File: src/rtl/proc_pkg.sv
// Shared types and IR field helpers for the parametrised accumulator core.
// Field positions are functions so every width follows DATA_W/RA_W.
package proc_pkg;

   typedef enum logic [3:0] {
      OP_LOAD  = 4'd0,
      OP_MOV   = 4'd1,
      OP_ADD   = 4'd2,
      OP_SUB   = 4'd3,
      OP_AND   = 4'd4,
      OP_OR    = 4'd5,
      OP_XOR   = 4'd6,
      OP_NOT   = 4'd7,
      OP_SHL   = 4'd8,
      OP_SHR   = 4'd9,
      OP_NOP_A = 4'd10,
      OP_NOP_B = 4'd11,
      OP_NOP_C = 4'd12,
      OP_NOP_D = 4'd13,
      OP_NOP_E = 4'd14,
      OP_NOP_F = 4'd15
   } opcode_e;

   typedef enum logic [1:0] {
      S_FETCH = 2'd0,
      S_T1    = 2'd1,
      S_T2    = 2'd2,
      S_T3    = 2'd3
   } state_e;

   function automatic int op_msb(input int data_w);
      return data_w - 1;
   endfunction

   function automatic int rx_lsb(input int ra_w);
      return ra_w;
   endfunction

   function automatic int ry_lsb(input int ra_w);
      return ra_w - ra_w;
   endfunction

endpackage

File: src/rtl/proc_regfile.sv
// General register file: one write port, operand and peek read ports.
// Reads are combinational, so a same-cycle write is seen only next cycle.
module proc_regfile
   import proc_pkg::*;
#(
   parameter  int DATA_W = 10,
   parameter  int NREG   = 4,
   localparam int RA_W   = $clog2(NREG)
) (
   input  logic              clk_i,
   input  logic              rst_ni,
   input  logic              we_i,
   input  logic [RA_W-1:0]   waddr_i,
   input  logic [DATA_W-1:0] wdata_i,
   input  logic [RA_W-1:0]   raddr_i,
   output logic [DATA_W-1:0] rdata_o,
   input  logic [RA_W-1:0]   paddr_i,
   output logic [DATA_W-1:0] pdata_o
);

   logic [DATA_W-1:0] regs_q [NREG];

   always_ff @(posedge clk_i or negedge rst_ni) begin
      if (!rst_ni) begin
         for (int i = 0; i < NREG; i++) begin
            regs_q[i] <= '0;
         end
      end else if (we_i) begin
         regs_q[waddr_i] <= wdata_i;
      end
   end

   assign rdata_o = regs_q[raddr_i];
   assign pdata_o = regs_q[paddr_i];

endmodule

File: src/rtl/proc_core_param.sv
// Multi-cycle accumulator core: FETCH/T1..T3 sequencer, A/G ALU, flags.
// Every update is gated by adv (RUN every cycle, STEP on a step edge).
module proc_core_param
   import proc_pkg::*;
#(
   parameter  int DATA_W = 10,
   parameter  int NREG   = 4,
   localparam int RA_W   = $clog2(NREG)
) (
   input  logic              CLKb,
   input  logic              RSTn,
   input  logic [DATA_W-1:0] D,
   input  logic              d_valid,
   output logic              d_ready,
   input  logic              run_mode,
   input  logic              step,
   input  logic [RA_W-1:0]   peek_addr,
   output logic [DATA_W-1:0] peek_data,
   output logic [DATA_W-1:0] bus,
   output logic [1:0]        tstep,
   output logic              flag_z,
   output logic              flag_c,
   output logic              done
);

   localparam int OP_MSB = op_msb(DATA_W);
   localparam int RX_LSB = rx_lsb(RA_W);
   localparam int RY_LSB = ry_lsb(RA_W);

   state_e            state_q, state_d;
   opcode_e           op_q, op_d;
   logic [RA_W-1:0]   rx_q, rx_d, ry_q, ry_d;
   logic [DATA_W-1:0] a_q, a_d, g_q, g_d;
   logic              z_q, z_d, c_q, c_d;
   logic              step_q;

   logic              adv, xfer, rdy, done_c;
   logic [DATA_W-1:0] bus_c;
   logic              we;
   logic [RA_W-1:0]   wa, ra;
   logic [DATA_W-1:0] wd, rd;
   logic [DATA_W:0]   sum;
   logic [DATA_W-1:0] alu_r;
   logic              alu_c;

   assign adv  = run_mode | (step & ~step_q);
   assign xfer = d_valid & rdy;

   // T1 of an ALU op latches R[Rx] into A; every other read uses Ry
   assign ra = (state_q == S_T1 && op_q != OP_MOV) ? rx_q : ry_q;

   proc_regfile #(
      .DATA_W (DATA_W),
      .NREG   (NREG)
   ) u_rf (
      .clk_i   (CLKb),
      .rst_ni  (RSTn),
      .we_i    (we),
      .waddr_i (wa),
      .wdata_i (wd),
      .raddr_i (ra),
      .rdata_o (rd),
      .paddr_i (peek_addr),
      .pdata_o (peek_data)
   );

   always_comb begin
      sum   = '0;
      alu_r = '0;
      alu_c = 1'b0;
      unique case (op_q)
         OP_ADD: begin
            sum   = {1'b0, a_q} + {1'b0, rd};
            alu_r = sum[DATA_W-1:0];
            alu_c = sum[DATA_W];
         end
         OP_SUB: begin
            sum   = {1'b0, a_q} - {1'b0, rd};
            alu_r = sum[DATA_W-1:0];
            alu_c = sum[DATA_W];
         end
         OP_AND: alu_r = a_q & rd;
         OP_OR:  alu_r = a_q | rd;
         OP_XOR: alu_r = a_q ^ rd;
         OP_NOT: alu_r = ~a_q;
         OP_SHL: begin
            alu_r = {a_q[DATA_W-2:0], 1'b0};
            alu_c = a_q[DATA_W-1];
         end
         OP_SHR: begin
            alu_r = {1'b0, a_q[DATA_W-1:1]};
            alu_c = a_q[0];
         end
         default: ;
      endcase
   end

   always_comb begin
      state_d = state_q;
      op_d    = op_q;
      rx_d    = rx_q;
      ry_d    = ry_q;
      a_d     = a_q;
      g_d     = g_q;
      z_d     = z_q;
      c_d     = c_q;
      rdy     = 1'b0;
      done_c  = 1'b0;
      bus_c   = '0;
      we      = 1'b0;
      wa      = rx_q;
      wd      = g_q;
      if (adv) begin
         unique case (state_q)
            S_FETCH: begin
               rdy = 1'b1;
               if (xfer) begin
                  op_d    = opcode_e'(D[OP_MSB -: 4]);
                  rx_d    = D[RX_LSB +: RA_W];
                  ry_d    = D[RY_LSB +: RA_W];
                  bus_c   = D;
                  state_d = S_T1;
               end
            end
            S_T1: begin
               unique case (op_q)
                  OP_LOAD: begin
                     rdy = 1'b1;
                     if (xfer) begin
                        we      = 1'b1;
                        wd      = D;
                        bus_c   = D;
                        done_c  = 1'b1;
                        state_d = S_FETCH;
                     end
                  end
                  OP_MOV: begin
                     we      = 1'b1;
                     wd      = rd;
                     bus_c   = rd;
                     done_c  = 1'b1;
                     state_d = S_FETCH;
                  end
                  OP_ADD, OP_SUB, OP_AND, OP_OR,
                  OP_XOR, OP_NOT, OP_SHL, OP_SHR: begin
                     a_d     = rd;
                     bus_c   = rd;
                     state_d = S_T2;
                  end
                  default: begin
                     done_c  = 1'b1;
                     state_d = S_FETCH;
                  end
               endcase
            end
            S_T2: begin
               bus_c   = rd;
               g_d     = alu_r;
               z_d     = (alu_r == '0);
               c_d     = alu_c;
               state_d = S_T3;
            end
            S_T3: begin
               we      = 1'b1;
               wd      = g_q;
               bus_c   = g_q;
               done_c  = 1'b1;
               state_d = S_FETCH;
            end
            default: state_d = S_FETCH;
         endcase
      end
   end

   always_ff @(posedge CLKb or negedge RSTn) begin
      if (!RSTn) begin
         state_q <= S_FETCH;
         op_q    <= OP_LOAD;
         rx_q    <= '0;
         ry_q    <= '0;
         a_q     <= '0;
         g_q     <= '0;
         z_q     <= 1'b0;
         c_q     <= 1'b0;
         step_q  <= 1'b0;
      end else begin
         state_q <= state_d;
         op_q    <= op_d;
         rx_q    <= rx_d;
         ry_q    <= ry_d;
         a_q     <= a_d;
         g_q     <= g_d;
         z_q     <= z_d;
         c_q     <= c_d;
         step_q  <= step;
      end
   end

   // Handshake and strobes stay quiet while reset is held
   assign d_ready = RSTn & rdy;
   assign done    = RSTn & done_c;
   assign bus     = RSTn ? bus_c : '0;
   assign tstep   = state_q;
   assign flag_z  = z_q;
   assign flag_c  = c_q;

endmodule

File: config.mk
export PLATFORM = sky130hd
export DESIGN_NAME = proc_core_param
export DESIGN_NICKNAME = d
export VERILOG_FILES = /design/src/rtl/proc_pkg.sv /design/src/rtl/proc_regfile.sv /design/src/rtl/proc_core_param.sv
export SDC_FILE = /design/constraint.sdc
export NUM_CORES = 1
export LEC_CHECK = 0
export ABC_AREA = 0
export CORE_UTILIZATION = 40
export CTS_CLUSTER_DIAMETER = 40
export DETAILED_ROUTE_END_ITERATION = 6
export PLACE_DENSITY_LB_ADDON = 0.3
export RECOVER_POWER = 50
export SLEW_MARGIN = 20
export SYNTH_ARGS = -nofsm -noshare
export SYNTH_HDL_FRONTEND = slang
export SYNTH_SLANG_ARGS = --single-unit
File: constraint.sdc
create_clock -name CLKb -period 10.29 [get_ports CLKb]
set_clock_uncertainty 0.1 [all_clocks]
set_input_delay 1.029 -clock CLKb [delete_from_list [all_inputs] [get_ports CLKb]]
set_output_delay 1.029 -clock CLKb [all_outputs]
set_load 0.005 [all_outputs]
==> results.md <==
- Part of the total power dissipated in combinational logic: 0.635
- Sort of element at the end of the critical path: output port
- Worst-path maximum fanout: 33
- Number of routed nets with antenna violations: 0
- Synth Flop Type: sky130_fd_sc_hd__dfrtp_1
- Drc violations: 0
- Failing checks: capacitance limit, slew limit
- Largest voltage drop on the vdd net: 0.132 mV
- Post-Route Setup TNS: 0 ns
- Average instance area after synthesis: 9.61 um2
- RSZ-0062 raised after global routing: false
- Final routed wire length divided by cell count: 21.0 um
- Cell type group with the largest total delay on the critical path: buffers and inverters
- Floorplan row count: 43
- Net count reported at finish: 659
- Count of buffers inserted at the top-level ports: 42
- Longest Clk Path Bufs: 2
- Max-slew violation total from the final report: 34
- Number of stages on the worst setup path: 8
- Critical Path, Cell by Cell: clkbuf_1, inv_1, nand2_1, a211oi_2, buf_4, a222oi_1, nor2_1, clkdlybuf4s50_1
- Setup Fix Bufs, Post-CTS: 0
- Finished Cell Area: 6500 um2
- TritonCTS clock tree: done
- DPL Wire Length: 12200 um
- Maximum number of pins on one net before global-route repair: 76
- Pre-CTS setup slack: 4.68 ns
- Setup slack of the critical path after layout: 4.55 ns
- Data required time at the worst endpoint: 9.16 ns
- Ys async rst share: 1.00
- Area of placed instances: 6170 um2
- Htree depth: 3
- Net Sw Power: 1.20 mW
- Number of clock sinks: 73
- Switching part of the total power: 0.488
- Worst setup path category: reg2out
- Gate Count Post-Synth: 587
- Commonest non-fill, non-tap cell in the layout: sky130_fd_sc_hd__dfrtp_1
- Maximum clock frequency: 174 MHz
- DR vias/cell: 6.24
- Placer Congestion: 0.916
- Total GRT Usage: 0.240
- Critical path buffer and inverter count: 4
- Hold-fix buffers at CTS: 0
- Post-synthesis sequential area ratio: 0.324
- Number of enable flip-flop cells after synthesis: 0
- Number of CTS-inserted buffers: 9
- Leakage: 2.78 nW
- Core footprint: 13800 um2
- Final count of hold timing violations: 0
- Total wire length: 16700 um
- Top Ports: 43
- Horizontal extent of the die: 121 um
- Vertical extent of the die: 121 um
- Normalized max-slew margin: -0.00571
- Critical path launch point type: flop
- Area of the mapped netlist: 5640 um2
- Cell total after placement: 779
- Number of antenna cells inserted: 0
- Clock transition at the register clock pins on the worst setup and hold paths after CTS: 0.06 ns
- Number of gates given a new drive strength after cts: 0
- Fin crit share: 0.558
- Yosys Warn Count: 0
- Worst Path Arrival: 4.61 ns
- Setup slack of the most critical reg-to-reg path: 4.59 ns
- Area Overhead vs Synth: 15.3%
- Leading area contributor after synthesis: sky130_fd_sc_hd__dfrtp_1
- Number of antenna violations at the first check in global routing: 0
- # Max-Cap Violations: 1
- Proportion of power drawn by flip-flops and latches: 0.223
- Layout Cells excl Fill: 795
- Number of synthesized register bits: 73
- Internal power: 1.25 mW
- Time the worst path needs with I/O delays and setup: 5.74 ns
- Clock network latency to the later pin of the worst-skew pair: 0.33 ns
- Area of the die: 14600 um2
- Fraction of layout instances using a drive strength above 1: 0.176
- Reg-to-reg critical path endpoint: flag_z
- Clock power share: 0.142
- Largest cells by area after synthesis: sky130_fd_sc_hd__dfrtp_1, sky130_fd_sc_hd__mux2_2, sky130_fd_sc_hd__ha_1
- Finish-stage setup viols: 0
- Crit path capture: bus[9]
- Slowest cell on the critical path: sky130_fd_sc_hd__clkbuf_1
- Transition at the pin with the smallest max-transition slack: 1.51 ns
- Status: finished, violations left
- Routed via count: 4960
- Post-route worst hold slack: 0.430 ns
- Critical path startpoint: op_q[0]
- Gr ovfl total: 0
- Hold wc startpoint: u_rf.regs_q[26]
- Most frequent cells in the layout: sky130_fd_sc_hd__dfrtp_1, sky130_fd_sc_hd__nand2_1, sky130_fd_sc_hd__mux2_2
- Pre-Repair DR Iteration Count: 6
- Total nets after synthesis: 636
- Detailed router's first-iteration violation count: 551
- Worst hold path type: reg2reg
- Initial Util: 0.408
- Cells on worst reg2reg path: 16
- Peak per-stage delay on the critical path: 1.09 ns
- Pwr Density: 377 nW/um2
- Global-route wire length before repair: 27100 um
- Launching point of the worst reg2reg path: op_q[0]
- Number of distinct library cells after synthesis: 74
- Vias in the first global route: 4780
- Root buffer cell: sky130_fd_sc_hd__clkbuf_16
- Proportion of netlist area held by the largest area contributor: 0.324
-- Yosys cell counts, types with 4 or more instances --
| library cell | n |
|---|---|
| sky130_fd_sc_hd__nor4_1 | 4 |
| sky130_fd_sc_hd__o21ai_0 | 15 |
| sky130_fd_sc_hd__mux4_2 | 10 |
| sky130_fd_sc_hd__buf_2 | 5 |
| sky130_fd_sc_hd__nand2_1 | 54 |
| sky130_fd_sc_hd__clkbuf_1 | 25 |
| sky130_fd_sc_hd__a222oi_1 | 12 |
| sky130_fd_sc_hd__ha_1 | 31 |
| sky130_fd_sc_hd__a221oi_1 | 4 |
| sky130_fd_sc_hd__or3_1 | 4 |
| sky130_fd_sc_hd__a21oi_1 | 26 |
| sky130_fd_sc_hd__nand3_1 | 9 |
| sky130_fd_sc_hd__a211oi_1 | 7 |
| sky130_fd_sc_hd__a22oi_1 | 4 |
| sky130_fd_sc_hd__mux2_2 | 49 |
| sky130_fd_sc_hd__nor2_1 | 35 |
| sky130_fd_sc_hd__inv_1 | 26 |
| sky130_fd_sc_hd__a22o_1 | 10 |
| sky130_fd_sc_hd__a21o_1 | 4 |
| sky130_fd_sc_hd__nand2b_1 | 5 |
| sky130_fd_sc_hd__a311oi_1 | 4 |
| sky130_fd_sc_hd__mux2i_1 | 26 |
| sky130_fd_sc_hd__inv_2 | 11 |
| sky130_fd_sc_hd__o221ai_1 | 4 |
| sky130_fd_sc_hd__o21ai_1 | 27 |
| sky130_fd_sc_hd__mux2_1 | 13 |
| sky130_fd_sc_hd__xnor2_1 | 6 |
| sky130_fd_sc_hd__dfrtp_1 | 73 |
| sky130_fd_sc_hd__o21bai_1 | 4 |
| sky130_fd_sc_hd__o22ai_1 | 11 |
| sky130_fd_sc_hd__nor3_1 | 9 |
-- routing by layer --
metal  global-route usage  up-vias  share of wire
li1                     -     2240              -
met1                0.340     2485           0.45
met2                0.378      213           0.47
met3               0.0425       22          0.064
met4               0.0602        0          0.017
met5                    0        -              0
-- sequential cells by signal, indices dropped and copies added (netlist names), named ones only --
name,flops
flag_c,1
step_q,1
rx_q,2
flag_z,1
op_q,4
tstep,1
u_rf.regs_q,40
g_q,10
a_q,10
ry_q,2
-- cell type report --
class / instances / area [um2]
fillers: 1264 / 7320
inverters: 38 / 143
multi-input cells: 442 / 3530
well taps: 180 / 225
repair buffers: 46 / 444
clock inverters: 6 / 90.1
clock buffers: 10 / 239
flip-flops and latches: 73 / 1830
-- power by group through the flow --
| stage | registers (mW) | clock network (mW) | logic (mW) |
|---|---|---|---|
| 2_1_floorplan | 0.478 | 0 | 1.15 |
| 3_3_place_gp | 0.539 | 0 | 1.52 |
| 3_5_place_dp | 0.547 | 0 | 1.52 |
| 4_1_cts | 0.543 | 0.350 | 1.53 |
| 5_1_grt | 0.567 | 0.363 | 1.70 |
| 6_report | 0.546 | 0.348 | 1.56 |
-- logic make-up (layout without fill, tap and decap cells) --
family / count (synthesis) / after routing / share of synthesized area
AO/OA/AOI/OAI: 164 / 164 / 0.208
AND/OR/NAND/NOR: 141 / 141 / 0.124
multiplexers: 98 / 98 / 0.210
flip-flops: 73 / 73 / 0.324
buffers and inverters: 72 / 100 / 0.0510
adder cells (fa/ha/maj): 32 / 32 / 0.0723
XOR/XNOR: 7 / 7 / 0.0109
-- worst min path at each step --
stage | to | slack [ns] | depth (start not counted)
after floorplan | ry_q[0] | 0.38 | 1
after global placement | u_rf.regs_q[35] | 0.41 | 1
after detailed placement | u_rf.regs_q[12] | 0.42 | 1
after CTS | u_rf.regs_q[12] | 0.43 | 1
after global routing | u_rf.regs_q[26] | 0.45 | 1
final | u_rf.regs_q[26] | 0.43 | 1
-- through the flow --
step                       util  power (mW)
after CTS                 0.470        2.43
after floorplan               -        1.63
after global placement    0.447        2.06
final                     0.470        2.45
after global routing      0.470        2.63
after detailed placement  0.447        2.07
-- worst register-to-register path, delay by kind of cell (launching register included) --
family | cells | cell delay, ns
flip-flops | 1 | 0.33
AO/OA/AOI/OAI | 6 | 1.85
XOR/XNOR | 1 | 0.18
buffers and inverters | 3 | 1.36
adder cells (fa/ha/maj) | 2 | 0.59
multiplexers | 1 | 0.18
AND/OR/NAND/NOR | 3 | 1.05
Note: power is estimated with default switching activity, not from simulation.
